`config.mk`:
```
export PLATFORM = sky130hd
export DESIGN_NAME = flash_adc_sequencer
export DESIGN_NICKNAME = d
export VERILOG_FILES = /design/src/rtl/flash_adc_sequencer.sv
export SDC_FILE = /design/constraint.sdc
export NUM_CORES = 1
export LEC_CHECK = 0
export BUFFER_PORTS_ARGS = -buffer_cell sky130_fd_sc_hd__buf_4
export CORE_MARGIN = 2
export CORE_UTILIZATION = 57
export CTS_CLUSTER_DIAMETER = 150
export DETAILED_ROUTE_END_ITERATION = 8
export GPL_TIMING_DRIVEN = 0
export PLACE_DENSITY = 0.87
export SLEW_MARGIN = 25
export SYNTH_ARGS = -nofsm -noshare
export SYNTH_HDL_FRONTEND = slang
export SYNTH_SLANG_ARGS = --single-unit
```
`constraint.sdc`:
```
create_clock -name clk -period 2.7 [get_ports clk]
set_input_delay 0 -clock clk [delete_from_list [all_inputs] [get_ports clk]]
set_output_delay 0 -clock clk [all_outputs]
set_load 0.02 [all_outputs]
```
`src/rtl/flash_adc_sequencer.sv`:
```
// ============================================================================
// Module   : flash_adc_sequencer
// Purpose  : One-shot / auto-triggered 3-bit flash ADC conversion controller
//            with registered thermometer encoding and valid/ready output.
//            Build macro ADC_BUBBLE_CORRECT_EN selects popcount encoding.
// Revision : 1.0
// ============================================================================
`default_nettype none

module flash_adc_sequencer #(
  parameter int SETTLE_CYCLES = 4,
  parameter int PERIOD        = 16
) (
  input  logic       clk,
  input  logic       rst_n,
  input  logic       start,
  input  logic       auto_en,
  input  logic [7:0] cmp_in,
  output logic       sh_en,
  output logic       busy,
  output logic [2:0] dout,
  output logic       dout_valid,
  input  logic       dout_ready,
  output logic       bubble_err,
  output logic       overrun
);

  localparam logic [1:0]  c_st_idle     = 2'd0;
  localparam logic [1:0]  c_st_settle   = 2'd1;
  localparam logic [1:0]  c_st_capture  = 2'd2;
  localparam logic [1:0]  c_st_output   = 2'd3;
  localparam logic [7:0]  c_settle_load = 8'(SETTLE_CYCLES - 1);
  localparam logic [15:0] c_period_last = 16'(PERIOD - 1);

  logic [1:0]  r_state;
  logic [1:0]  w_next_state;
  logic [7:0]  r_settle_cnt;
  logic [15:0] r_period_cnt;
  logic        w_tick;
  logic        w_trigger;
  logic [2:0]  w_enc;
  logic        w_bubble;
  logic [2:0]  r_dout;
  logic        r_bubble;
  logic        r_dout_valid;
  logic        r_overrun;

  assign w_tick    = auto_en && (r_period_cnt == c_period_last);
  assign w_trigger = start | w_tick;

`ifdef ADC_BUBBLE_CORRECT_EN
  logic [3:0] w_ones;

  // Counting ones tolerates isolated bubbles in the comparator bank.
  always_comb begin
    w_ones = 4'd0;
    for (int i = 0; i < 8; i++) begin
      w_ones = w_ones + {3'd0, cmp_in[i]};
    end
    w_enc = (w_ones == 4'd0) ? 3'd0 : 3'(w_ones - 4'd1);
  end
`else
  always_comb begin
    w_enc = 3'd0;
    for (int i = 0; i < 8; i++) begin
      if (cmp_in[i]) begin
        w_enc = 3'(i);
      end
    end
  end
`endif

  // A code of the form 2^k-1 has no bit overlapping its own successor.
  assign w_bubble = ((cmp_in + 8'd1) & cmp_in) != 8'd0;

  always_ff @(posedge clk or negedge rst_n) begin
    if (!rst_n) begin
      r_state <= c_st_idle;
    end else begin
      r_state <= w_next_state;
    end
  end

  always_comb begin
    w_next_state = r_state;
    case (r_state)
      c_st_idle:    if (w_trigger) w_next_state = c_st_settle;
      c_st_settle:  if (r_settle_cnt == 8'd0) w_next_state = c_st_capture;
      c_st_capture: w_next_state = c_st_output;
      c_st_output:  if (r_dout_valid && dout_ready) w_next_state = c_st_idle;
      default:      w_next_state = c_st_idle;
    endcase
  end

  always_comb begin
    sh_en = (r_state == c_st_settle) || (r_state == c_st_capture);
    busy  = (r_state != c_st_idle);
  end

  always_ff @(posedge clk or negedge rst_n) begin
    if (!rst_n) begin
      r_settle_cnt <= 8'd0;
      r_dout       <= 3'd0;
      r_bubble     <= 1'b0;
      r_dout_valid <= 1'b0;
    end else begin
      if (r_state == c_st_idle && w_trigger) begin
        r_settle_cnt <= c_settle_load;
      end else if (r_state == c_st_settle && r_settle_cnt != 8'd0) begin
        r_settle_cnt <= r_settle_cnt - 8'd1;
      end
      if (r_state == c_st_capture) begin
        r_dout       <= w_enc;
        r_bubble     <= w_bubble;
        r_dout_valid <= 1'b1;
      end else if (r_state == c_st_output && r_dout_valid && dout_ready) begin
        r_dout_valid <= 1'b0;
      end
    end
  end

  always_ff @(posedge clk or negedge rst_n) begin
    if (!rst_n) begin
      r_period_cnt <= 16'd0;
      r_overrun    <= 1'b0;
    end else begin
      if (!auto_en || w_tick) begin
        r_period_cnt <= 16'd0;
      end else begin
        r_period_cnt <= r_period_cnt + 16'd1;
      end
      if (!auto_en) begin
        r_overrun <= 1'b0;
      end else if (w_tick && r_state != c_st_idle) begin
        r_overrun <= 1'b1;
      end
    end
  end

  assign dout       = r_dout;
  assign bubble_err = r_bubble;
  assign dout_valid = r_dout_valid;
  assign overrun    = r_overrun;

endmodule

`default_nettype wire

```
* Yosys cells after proc, flatten, opt, wreduce, memory -nomap -nowiden *
Index checks and enable logic that the tools add are counted.

storage, ports and cells
  input port bits = 13
  logic and storage cells = 56
  output and inout bits = 8
  register bits after elaboration = 32

operators by class
  equality and inequality tests = 8
  bitwise gates (word level) = 2
  reduce and logical (&&, ||, !) cells = 18
  $add $sub $neg = 3
  multiplexer cells = 18

operators by type and width
  cell                     number
  $add A16 B1 Y16 const B  1
  $eq A16 B4 Y1 const B    1
  $mux W16                 1
  $mux W8                  2
  $reduce_bool A8 Y1       2
  $mux W3                  4
  $mux W2                  5
  $add A8 B1 Y8 const B    1
  $and A8 B8 Y8            1
  $logic_not A8 Y1         1
  $pmux W2 S4              1
  $sub A8 B1 Y8 const B    1
  $logic_and A1 B1 Y1      7
  $ne A2 B2 Y1 const B     3
  $reduce_bool A2 Y1       3
  $mux W1                  5
  $eq A2 B2 Y1 const B     2
  $reduce_and A3 Y1        1
  $eq A2 B1 Y1 const B     1
  $logic_not A2 Y1         1
  $logic_or A1 B1 Y1       2
  $ne A2 B1 Y1 const B     1
  $logic_not A1 Y1         1
  $or A1 B1 Y1             1

* Logic depth before layout (Yosys ltp) *
Gate-level depths: netlist of run 1.

  depth in word-level cells = 7
  mapped depth = 6
  gate-level depth less buffers = 6

* Worst setup path before layout of run 1 *
No wires, ideal clock.

  path type = reg-to-reg
  start = register r_settle_cnt[3]
  end = register r_state[1]
  buffers on the path = 0
  arrival time = 1.860 ns
  path slack = 0.714 ns
  stages on the path, launching flop included = 5
  setup time = 0.125 ns
  data required time = 2.575 ns
  clock period less this slack = 1.986 ns
  path through = dfrtp_1 -> or4_4 -> o31a_1 -> a311oi_4 -> mux2_4

on the way
  longest elaborated chain between the ends = 3

ends and longest elaborated chain
  element                             line  text
  start: declaration                  37    logic [7:0] r_settle_cnt;
  start signal: assignment            108   r_settle_cnt <= c_settle_load;
  start signal: assignment            110   r_settle_cnt <= r_settle_cnt - 8'd1;
  $logic_not A8 Y1                    88    c_st_settle: if (r_settle_cnt == 8'd0) w_next_state = c_st_capture;
  $ne A2 B2 Y1 (no source line)       n/a
  $reduce_and A3 Y1 (no source line)  n/a
  end signal: assignment              78    r_state <= c_st_idle;
  end signal: assignment              80    r_state <= w_next_state;
  end: declaration                    35    logic [1:0] r_state;

Every way passes these cells.
A chain may end at the register's enable or synchronous reset.

* Worst setup path in the final report of run 1 *
Same ends and word-level chain as after synthesis.

==> results of run 1 <==
[synthesized netlist by cell type (2+ instances only)]
cell type  number  area [sq um]
ha_1            8         100.1
mux2i_1         3         30.03
nor4_1          5         31.28
xnor2_1        12         105.1
nand3b_1        2         15.01
a31oi_1         3         18.77
nand4_1         4         25.02
nor4_2          3         37.54
inv_1          13         48.80
a21oi_1         7         35.03
nand3_1         4         20.02
and3_1          2         12.51
dfrtp_1        32         800.8
nand2b_1        2         12.51
o21ai_0         2         10.01
xor2_1          6         52.55
o21bai_1        2         15.01
o21ai_1         2         10.01
nor3_1          5         25.02
nor4b_1         2         17.52
nand2_1         9         33.78
nor2_1         33         123.9
[metrics by stage]
stage               area, sq um  worst slack [ps]  utilization, %  total power [mW]
finish                     2092             581.0           69.67             1.617
global route               2092             540.2           69.67             1.737
detailed placement         1961             608.1           65.29             1.316
CTS                        2092             576.8           69.67             1.630
global placement           1961             648.9           65.29             1.291
floorplan                  1769             714.5               -             1.121
[critical path, delay by kind of cell, from the launching register on]
family          cells  cell delay (ps)
mux                 1              330
flops               1              440
compound gates      2              660
simple gates        1              570
[sequential cells by signal, summed over array words and instances (netlist names)]
register and count:
dout 3, overrun 1, bubble_err 1, r_period_cnt 16, dout_valid 1, r_state 2
r_settle_cnt 8
[cell type report]
type / instances / share of cell area, %
Multi-Input combinational cell: 132 / 42.82
Sequential cell: 32 / 38.28
Timing Repair Buffer: 27 / 10.53
Inverter: 14 / 3.110
Clock buffer: 6 / 2.452
Tap cell: 33 / 1.974
Clock inverter: 2 / 0.4785
Buffer: 2 / 0.3589
[where the power goes]
part | switching (mW) | internal [mW]
combinational | 0.362 | 0.318
sequential | 0.0804 | 0.572
clock | 0.160 | 0.124
[logic make-up (layout without fill, tap and decap cells)]
| logic type | count (synthesis) | count (layout) | synth area share [%] |
|---|---|---|---|
| AND/OR/NAND/NOR | 78 | 78 | 23.76 |
| multiplexers | 4 | 4 | 2.546 |
| buffers and inverters | 16 | 51 | 4.102 |
| flip-flops | 32 | 32 | 45.26 |
| AO/OA/AOI/OAI | 24 | 24 | 9.760 |
| XOR/XNOR | 18 | 18 | 8.911 |
| adder cells (fa/ha/maj) | 8 | 8 | 5.658 |
[worst paths after layout]
| kind | startpoint | end | slack (ps) | cells after the start |
|---|---|---|---|---|
| setup / recovery | r_settle_cnt[3]$_DFFE_PN0P_ | r_state[1]$_DFFE_PN0P_ | 580 | 4 |
| hold reg to reg | r_period_cnt[0]$_DFF_PN0_ | r_period_cnt[0]$_DFF_PN0_ | 490 | 1 |
| max in group asynchronous | rst_n | r_period_cnt[7]$_DFF_PN0_ | 2280 | 2 |
| hold / removal | cmp_in[6] | dout[1]$_DFFE_PN0P_ | 20 | 3 |
| min in group asynchronous | rst_n | r_settle_cnt[2]$_DFFE_PN0P_ | 120 | 2 |
| setup reg to reg | r_settle_cnt[3]$_DFFE_PN0P_ | r_state[1]$_DFFE_PN0P_ | 580 | 4 |
[metal layers]
metal / vias to the layer above / global-route usage, % / wire length, um
met5: - / 0 / 0
met2: 20 / 37.73 / 1651
met4: 0 / 12.38 / 82
met3: 9 / 4.762 / 106
li1: 691 / - / -
met1: 662 / 29.20 / 1597
==> results by group, run 1 <==
Timing
  – Max frequency: 471.9 MHz
  – Skew final: around 10 ps
  – Worst relative slew slack: between 60% and 70%
  – Setup violators final: 0
  – WHS: a little over 20 ps
  – Final Cycle Share: about four fifths
  – Slew Limit Fails: 0
  – Final Hold Vio Count: 0
  – Fin Setup TNS: 0 ps
  – Worst slew pin tran: around 600 ps
  – RSZ-0062 raised after global routing: no
  – Post-layout minimum cycle time: 2119 ps

Clock tree
  – Clock transition at the registers of the reported paths: approximately 100 ps
  – Num CTS Buffers: 5
  – Setup bufs post-CTS: 0
  – CTS tree: done
  – H-tree Lvls: 2
  – Clock root buffer: clkbuf_4
  – Worst skew pair latency: between 300 and 400 ps
  – Post-cts hold buffer count: 7
  – CTS max path bufs: 2
  – Cts repair resizes: 0
  – Clk sinks: 32

Detailed routing
  – Initial DRC count: ~90
  – DRC violations left: 0
  – DRT Pass-1 Iters: 4
  – Antenna viol nets, final: 0
  – WL per Instance: about 14 um
  – Total Wirelength: 3437 um
  – Total number of vias: between 1k and 1.5k
  – Vias/cell: approximately 5.6

Floorplanning
  – Die area: 3565 sq um
  – Die W: ~60 um
  – Core area: about 3000 sq um
  – Std cell rows: 20
  – Die height: about 60 um
  – IO Pins: 21
  – Starting Density: slightly below 60%

Yosys
  – EDFF count, synth: 0
  – Register area share after synthesis: 45.26%
  – Syn_nets: 201
  – Main synth FF type: dfrtp_1
  – Post-Syn Area: 1769 sq um
  – Yosys synthesis warning count: 0
  – Ys async rst share: between 90% and 100%
  – #FFs+latches synth: 32
  – Yosys cell types: approximately 40
  – Syn Area/Cell: between 9 and 10 sq um
  – Syn Inst Count: 180

Placement
  – Hpwl dp: between 2000 and 2500 um
  – Port Buffer Count: 20
  – Routability Congestion: 0.7569
  – Placed Cells: ~230

Finish
  – Area of the multi-input gates: 895.9 sq um
  – Layout Cells excl Fill: approximately 250
  – Diodes inserted: 0
  – Commonest cells after routing, fill and taps aside: nor2_1 (33), dfrtp_1 (32), buf_4 (20)
  – Commonest non-fill, non-tap cell in the layout: nor2_1
  – Filler Cell Count: 207
  – Share of layout cells above drive strength 1: ~18%
  – FF/Latch Area: around 800 sq um
  – Synth-to-Final Area Change: 18.25%
  – Nets: between 200 and 250

Critical path
  – Worst path slowest cell: or4_4
  – CP max FO: 6
  – Critical-path cell list: or4_4 > o31a_1 > a311oi_4 > mux2_4
  – Crit path kind: reg2reg
  – Worst path arrival time: between 2000 and 2500 ps
  – CP Launch Type: flip-flop
  – CP required: 2930 ps
  – Worst Setup End Kind: flip-flop
  – CP peak stage delay: between 500 and 600 ps

Global routing
  – GRT Util Overall: 23.30%
  – Largest net degree at the start of global routing: 33
  – GRT overflow: 0
  – First-pass GRT wire length: ~6000 um
  – Number of global-route vias before repair: between 1k and 1.5k
  – Initial antenna violation count: 0

Flow run
  – Number of max-cap violations: 0

Worst hold path
  – Hold Crit Class: in2reg

Power and ir drop
  – Power Density: 772.8 nW/um^2
  – Leak: between 0.9 and 1 nW
  – Worst VDD drop: 0.0004400 V

Outcome
  – Status: finished, final reports clean
No activity file was read; power rests on OpenSTA's default activity.
==> run 2, diff against run 1 <==
--- a/config.mk
+++ b/config.mk
@@ -5,13 +5,14 @@
 export SDC_FILE = /design/constraint.sdc
 export NUM_CORES = 1
 export LEC_CHECK = 0
+export ABC_AREA = 1
 export BUFFER_PORTS_ARGS = -buffer_cell sky130_fd_sc_hd__buf_4
 export CORE_MARGIN = 2
-export CORE_UTILIZATION = 57
+export CORE_UTILIZATION = 52
 export CTS_CLUSTER_DIAMETER = 150
 export DETAILED_ROUTE_END_ITERATION = 8
 export GPL_TIMING_DRIVEN = 0
-export PLACE_DENSITY = 0.87
+export PLACE_DENSITY = 0.84
 export SLEW_MARGIN = 25
 export SYNTH_ARGS = -nofsm -noshare
 export SYNTH_HDL_FRONTEND = slang
==> constraint.sdc (replaced) <==
create_clock -name clk -period 1.85 [get_ports clk]
set_input_delay 0 -clock clk [delete_from_list [all_inputs] [get_ports clk]]
set_output_delay 0 -clock clk [all_outputs]
set_load 0.02 [all_outputs]
==> run 2 against run 1 <==
Setup slack got worse by 450 ps. Final area increased by 6.5%. Non-clock buffer count increased by 2. Sequential share of layout area decreased by 2.3 points. Critical path type unchanged. Combinational power increased by 46%. Clock-buffer cell count increased by 2. First-iteration DRC count decreased by 3.3%. Flip-flop and latch count unchanged. Register-to-register slack got worse by 450 ps. Largest power group unchanged. Utilization decreased by 4.0 points. Routed wire length increased by 5.3%. Area after synthesis increased by 5.0%.
==> results by group, run 2 <==
Global routing
  – GRT Util Overall: 20.14% (-3.2 points)
  – GRT overflow: 0 (unchanged)
  – First-pass GRT wire length: 6417 um (+5.3%)
  – Number of global-route vias before repair: 1559 (+12%)
  – Largest net degree at the start of global routing: 33 (unchanged)
  – Initial antenna violation count: 0 (unchanged)

Detailed routing
  – Total Wirelength: 3618 um (+5.3%)
  – Vias/cell: 5.021 (-9.9%)
  – Antenna viol nets, final: 0 (unchanged)
  – Max Used Layer: met4
  – M1 WL: 1687 um (+5.6%)
  – DRC violations left: 0 (unchanged)
  – Initial DRC count: 88 (-3.3%)
  – Routed wire length on met3: 175 um (+65%)
  – Total number of vias: 1642 (+19%)
  – DRT Pass-1 Iters: 4 (unchanged)
  – WL per Instance: 11.06 um (-20%)
  – Routed wl met2: 1684 um (+2.0%)

Yosys
  – Synth top area cells: dfrtp_1 (43%), nand2_1 (11%), nor2_1 (8.7%)
  – Syn Inst Count: 243 (+35%)
  – Main synth FF type: dfrtp_1
  – Syn_nets: 264 (+31%)
  – EDFF count, synth: 0 (unchanged)
  – Yosys synthesis warning count: 0 (unchanged)
  – Register area share after synthesis: 43.10% (-2.2 points)
  – Yosys top cell by area: dfrtp_1
  – Syn Area/Cell: 7.646 sq um (-22%)
  – Share of the synthesized area in the top cell type: 43.10% (-2.2 points)
  – Ys async rst share: 100.0% (unchanged)
  – Yosys cell types: 24 (-41%)
  – Commonest cells post-synth: nand2_1 (54), nor2_1 (43), dfrtp_1 (32)
  – #FFs+latches synth: 32 (unchanged)
  – Post-Syn Area: 1858 sq um (+5.0%)
  – Most frequent cell after synthesis: nand2_1

Timing
  – Worst slew pin tran: 397.5 ps (-201.1 ps)
  – Worst relative slew slack: 73.50% (+13 points)
  – Final Cycle Share: 92.79% (+14 points)
  – Skew final: 10.67 ps (+0.2982 ps)
  – RSZ-0062 raised after global routing: no
  – WHS: 11.02 ps (-9.662 ps)
  – Max frequency: 582.5 MHz (+23%)
  – Fin Setup TNS: 0 ps (unchanged)
  – Slew Limit Fails: 0 (unchanged)
  – Setup violators final: 0 (unchanged)
  – Post-layout minimum cycle time: 1717 ps (-402.4 ps)
  – Final Hold Vio Count: 0 (unchanged)

Finish
  – Nets: 301 (+28%)
  – Commonest cells after routing, fill and taps aside: nand2_1 (54), nor2_1 (43), dfrtp_1 (32)
  – Synth-to-Final Area Change: 19.87%
  – Largest register FFs: 16 (unchanged)
  – Commonest non-fill, non-tap cell in the layout: nand2_1
  – Share of layout cells above drive strength 1: 17.79% (+0.12 points)
  – Reg with most FFs: r_period_cnt
  – Diodes inserted: 0 (unchanged)

Clock tree
  – Clk sinks: 32 (unchanged)
  – Clock root buffer: clkbuf_4
  – Clock transition at the registers of the reported paths: 90 ps (about the same)
  – Worst skew pair latency: 320 ps (-20 ps)
  – CTS max path bufs: 2 (unchanged)
  – Num CTS Buffers: 5 (unchanged)
  – CTS tree: done
  – H-tree Lvls: 2 (unchanged)

Worst hold path
  – Worst Hold Depth: 4 (+1)
  – Hold Path Origin: cmp_in[1]
  – Hold Crit Class: in2reg
  – Worst Hold End: bubble_err$_DFFE_PN0P_

Critical path
  – Crit path kind: reg2reg
  – Worst R2R End: dout[0]$_DFFE_PN0P_
  – CP max FO: 6 (unchanged)
  – Worst Setup End Kind: flip-flop
  – Critical path origin: r_state[0]$_DFFE_PN0P_
  – R2r setup slk: 130 ps (-450 ps)
  – Worst path arrival time: 1930 ps (-420 ps)
  – CP Launch Type: flip-flop
  – CP required: 2060 ps (-870 ps)
  – Reg2Reg Launch Point: r_state[0]$_DFFE_PN0P_
  – Worst R2R Path Depth: 6 (+2)

Placement
  – Port Buffer Count: 20 (unchanged)
  – Routability Congestion: 0.8558 (+13%)
  – Hpwl dp: 2693 um (+17%)

Flow run
  – Number of max-cap violations: 0 (unchanged)

Power and ir drop
  – Sequential Power Share: 40.0% (-0.4 points)
  – Net Switching: 0.9249 mW (+53%)
  – Pint: 1.421 mW (+40%)
  – Worst VDD drop: 0.0007399 V (+68%)
  – Clock network power share: 17.7% (about the same)
  – Sw Share: 39.43% (+2.2 points)
  – Leak: 1.084 nW (+16%)
  – Comb power frac: 42.3% (+0.2 points)
  – Power Density: 1053 nW/um^2 (+36%)

Floorplanning
  – Die area: 4067 sq um (+14%)
  – Die W: 63.78 um (+6.8%)
  – Starting Density: 54.82% (-4.1 points)
  – IO Pins: 21 (unchanged)
  – Die height: 63.78 um (+6.8%)
  – Std cell rows: 21 (+5.0%)
  – Core area: 3390 sq um (+13%)

Outcome
  – Status: finished, final reports clean
-- run 2: power by group through the flow --
stage	clock [mW]	combinational [mW]	sequential [mW]
5_1_grt	0.458	1.13	0.958
4_1_cts	0.416	0.997	0.937
6_report	0.414	0.993	0.938
2_1_floorplan	0	0.643	0.977
3_3_place_gp	0	0.935	0.945
3_5_place_dp	0	0.963	0.949
-- run 2: final cells by class --
class / instances / area [sq um]
Buffer: 1 / 11.26
Clock buffer: 8 / 58.81
Fill cell: 282 / 1162
Inverter: 34 / 127.6
Multi-Input combinational cell: 176 / 920.9
Sequential cell: 32 / 800.8
Tap cell: 46 / 57.56
Timing Repair Buffer: 30 / 250.2
-- run 2: per-layer routing --
metal  global-route usage, %  vias up
met5                       0        -
met4                   7.880        0
met3                   4.401       12
met2                   35.26       45
met1                   24.08      753
li1                        -      832
-- run 2: how the worst max path moves through the flow --
stage                                        to  slack, ps  cells after the start
finish                      dout[0]$_DFFE_PN0P_        130                      6
detailed placement       r_state[1]$_DFFE_PN0P_        300                      8
CTS                         dout[0]$_DFFE_PN0P_         80                      6
floorplan                r_state[1]$_DFFE_PN0P_        490                     11
global placement    r_settle_cnt[4]$_DFFE_PN0P_        320                      8
global route                dout[0]$_DFFE_PN0P_         10                      6
-- run 2: repair_timing --
item,in CTS,in global routing
hold endpoints to repair,38,0
resized for setup,0,1
buffers inserted,0,0
hold buffers,10,0
endpoints found under the setup margin,0,1
-- run 2: per-stage QoR --
step                      instance area (sq um)  instances  setup WS (ps)  power [mW]  util, %
final                                      2227        327          133.4       2.346    65.71
after global routing                       2227        327          14.60       2.550    65.71
after CTS                                  2225        327          80.26       2.350    65.63
after detailed placement                   2066        309          300.7       1.913    60.95
after global placement                     2066        309          320.0       1.881    60.95
after floorplan                            1858        243          493.1       1.620        -
-- run 2: kinds of logic (layout without fill, tap and decap cells) --
logic type      Yosys count  after routing  synth area share (%)
simple gates            145            145                 36.09
buf+inv                  35             73                 7.475
flops                    32             32                 43.10
compound gates           16             16                 4.647
fa+ha+maj                 8              8                 5.387
xor+xnor                  7              7                 3.300
-- run 2: critical path, stage by stage, from the launching register on --
cell and delay, ps:
dfrtp_1 430, inv_1 120, ha_2 240, inv_1 100, nor2_1 100, a21oi_1 70, dlygate4sd3_1 550
==> run 3, diff against run 2 <==
--- a/config.mk
+++ b/config.mk
@@ -7,11 +7,11 @@
 export LEC_CHECK = 0
 export ABC_AREA = 1
 export BUFFER_PORTS_ARGS = -buffer_cell sky130_fd_sc_hd__buf_4
-export CORE_MARGIN = 2
 export CORE_UTILIZATION = 52
 export CTS_CLUSTER_DIAMETER = 150
 export DETAILED_ROUTE_END_ITERATION = 8
 export GPL_TIMING_DRIVEN = 0
+export HOLD_SLACK_MARGIN = 0.02
 export PLACE_DENSITY = 0.84
 export SLEW_MARGIN = 25
 export SYNTH_ARGS = -nofsm -noshare
==> run 3 against run 2 <==
Maximum frequency rose by 1.8%. Setup slack improved by 30 ps. Combinational power is essentially flat. Register-to-register slack improved by 30 ps. First-iteration DRC count up 38%. Flip-flop and latch count stayed put. Global-route usage rose by 0.89 points. Critical path type unchanged. Critical endpoint unchanged.
==> results by group, run 3 (synthesis results as in run 2) <==
Outcome
  – Status: finished, final reports clean

Timing
  – Final Cycle Share: 91.15% (-1.6 points)
  – Worst relative slew slack: 73.56% (about the same)
  – Fin Setup TNS: 0 ps (unchanged)
  – RSZ-0062 raised after global routing: no
  – Setup WS post-layout: 163.7 ps (+30.27 ps)
  – Skew final: 10.43 ps (-0.2450 ps)
  – Max frequency: 593.0 MHz (+1.8%)
  – Final Hold Vio Count: 0 (unchanged)
  – Setup violators final: 0 (unchanged)
  – Slew Limit Fails: 0 (unchanged)
  – Worst slew pin tran: 396.6 ps (-0.8661 ps)
  – WHS: 40.19 ps (+29.18 ps)
  – Post-layout minimum cycle time: 1686 ps (-30.27 ps)

Power and ir drop
  – Leak: 1.102 nW (+1.6%)
  – Power Density: 1055 nW/um^2 (+0.13%)
  – Worst VDD drop: 0.0005066 V (-32%)

Floorplanning
  – Die W: 61.78 um (-3.1%)
  – Starting Density: 54.82% (unchanged)
  – Std cell rows: 21 (unchanged)
  – IO Pins: 21 (unchanged)
  – Core area: 3390 sq um (unchanged)
  – Die height: 61.78 um (-3.1%)
  – Die area: 3816 sq um (-6.2%)

Finish
  – Area of the multi-input gates: 930.9 sq um (+1.1%)
  – Reg with most FFs: r_period_cnt
  – Largest register FFs: 16 (unchanged)
  – Nets: 304 (+1.0%)
  – Synth-to-Final Area Change: 22.36%
  – Design Area, Final: 2273 sq um (+2.1%)
  – Filler Cell Count: 268 (-5.0%)
  – Final core utilization: 67.07% (+1.4 points)
  – FF/Latch Area: 800.8 sq um (unchanged)
  – Share of layout cells above drive strength 1: 18.02% (+0.23 points)
  – Commonest cells after routing, fill and taps aside: nand2_1 (54), nor2_1 (43), dfrtp_1 (32)
  – Diodes inserted: 0 (unchanged)
  – Commonest non-fill, non-tap cell in the layout: nand2_1

Clock tree
  – Worst skew pair latency: 340 ps (+20 ps)
  – Num CTS Buffers: 5 (unchanged)
  – Clock transition at the registers of the reported paths: 100 ps (about the same)
  – H-tree Lvls: 2 (unchanged)
  – CTS tree: done
  – Clock root buffer: clkbuf_4
  – Clk sinks: 32 (unchanged)
  – CTS max path bufs: 2 (unchanged)

Global routing
  – First-pass GRT wire length: 5851 um (-8.8%)
  – Initial antenna violation count: 0 (unchanged)
  – Largest net degree at the start of global routing: 33 (unchanged)
  – GRT overflow: 0 (unchanged)
  – GRT Util Overall: 21.03% (+0.89 points)
  – Number of global-route vias before repair: 1422 (-8.8%)

Placement
  – Port Buffer Count: 20 (unchanged)
  – Routability Congestion: 0.8147 (-4.8%)
  – Place WS: 324.6 ps (+23.88 ps)
  – Placed cell area: 2066 sq um (unchanged)
  – Hpwl dp: 2535 um (-5.9%)

Detailed routing
  – WL per Instance: 10.58 um (-4.4%)
  – DRC violations left: 0 (unchanged)
  – Total Wirelength: 3481 um (-3.8%)
  – Initial DRC count: 121 (+38%)
  – Vias/cell: 4.979 (-0.85%)
  – DRT Pass-1 Iters: 4 (unchanged)
  – Antenna viol nets, final: 0 (unchanged)
  – Total number of vias: 1638 (-0.24%)

Critical path
  – Crit path kind: reg2reg
  – CP Launch Type: flip-flop
  – Worst Setup End Kind: flip-flop
  – Worst path arrival time: 1900 ps (-30 ps)
  – CP required: 2060 ps (about the same)
  – CP max FO: 6 (unchanged)

Worst hold path
  – Hold Crit Class: in2reg

Flow run
  – Number of max-cap violations: 0 (unchanged)
-- run 3: cell count changes in the layout (fill, tap and decap cells not counted) --
cell | previous run | this run
ha_2 | 1 | 0
ha_4 | 0 | 1
clkbuf_8 | 1 | 2
clkbuf_1 | 2 | 0
dlygate4sd3_1 | 10 | 13
-- run 3: layout make-up --
cell class                      instances  share of cell area, %
Tap cell                               46                  2.532
Inverter                               34                  5.614
Sequential cell                        32                  35.22
Timing Repair Buffer                   33                  12.33
Clock buffer                            7                  2.862
Multi-Input combinational cell        176                  40.95
Buffer                                  1                 0.4953
-- run 3: final timing paths --
kind	start	to	slack (ps)	cells after the start
setup reg to reg	r_state[0]$_DFFE_PN0P_	dout[0]$_DFFE_PN0P_	160	6
max in group asynchronous	rst_n	dout[0]$_DFFE_PN0P_	1430	2
setup / recovery	r_state[0]$_DFFE_PN0P_	dout[0]$_DFFE_PN0P_	160	6
hold reg to reg	r_period_cnt[0]$_DFF_PN0_	r_period_cnt[0]$_DFF_PN0_	480	1
min in group asynchronous	rst_n	r_settle_cnt[6]$_DFFE_PN0P_	120	2
hold / removal	start	r_settle_cnt[0]$_DFFE_PN0P_	40	5
-- run 3: per-layer routing --
layer	vias up	part of all wire [%]	track usage, %
met5	-	0	0
met4	0	1.9	10.79
met3	6	4.4	4.141
met2	37	47	32.72
met1	755	47	27.98
li1	840	-	-
-- run 3: per-stage QoR --
stage / power [mW] / cells
floorplan: 1.620 / 243
global placement: 1.876 / 309
finish: 2.398 / 329
global route: 2.603 / 329
CTS: 2.393 / 329
detailed placement: 1.902 / 309
-- run 3: timing repair --
item	4_1_cts	5_1_grt
resized for setup	0	2
endpoints found under the hold margin	44	0
endpoints found under the setup margin	0	1
hold buffers	13	0
buffers inserted	0	0
-- run 3: worst max-delay path, stage by stage (launching register included) --
cell and delay, ps:
dfrtp_1 430, inv_1 150, ha_4 190, inv_1 80
nor2_1 100, a21oi_1 70, dlygate4sd3_1 560
-- run 3: power by group --
group	internal [mW]	total [mW]	switching [mW]
clock network	0.215	0.444	0.229
logic	0.407	1.01	0.603
registers	0.840	0.944	0.104
total	1.46	2.40	0.936
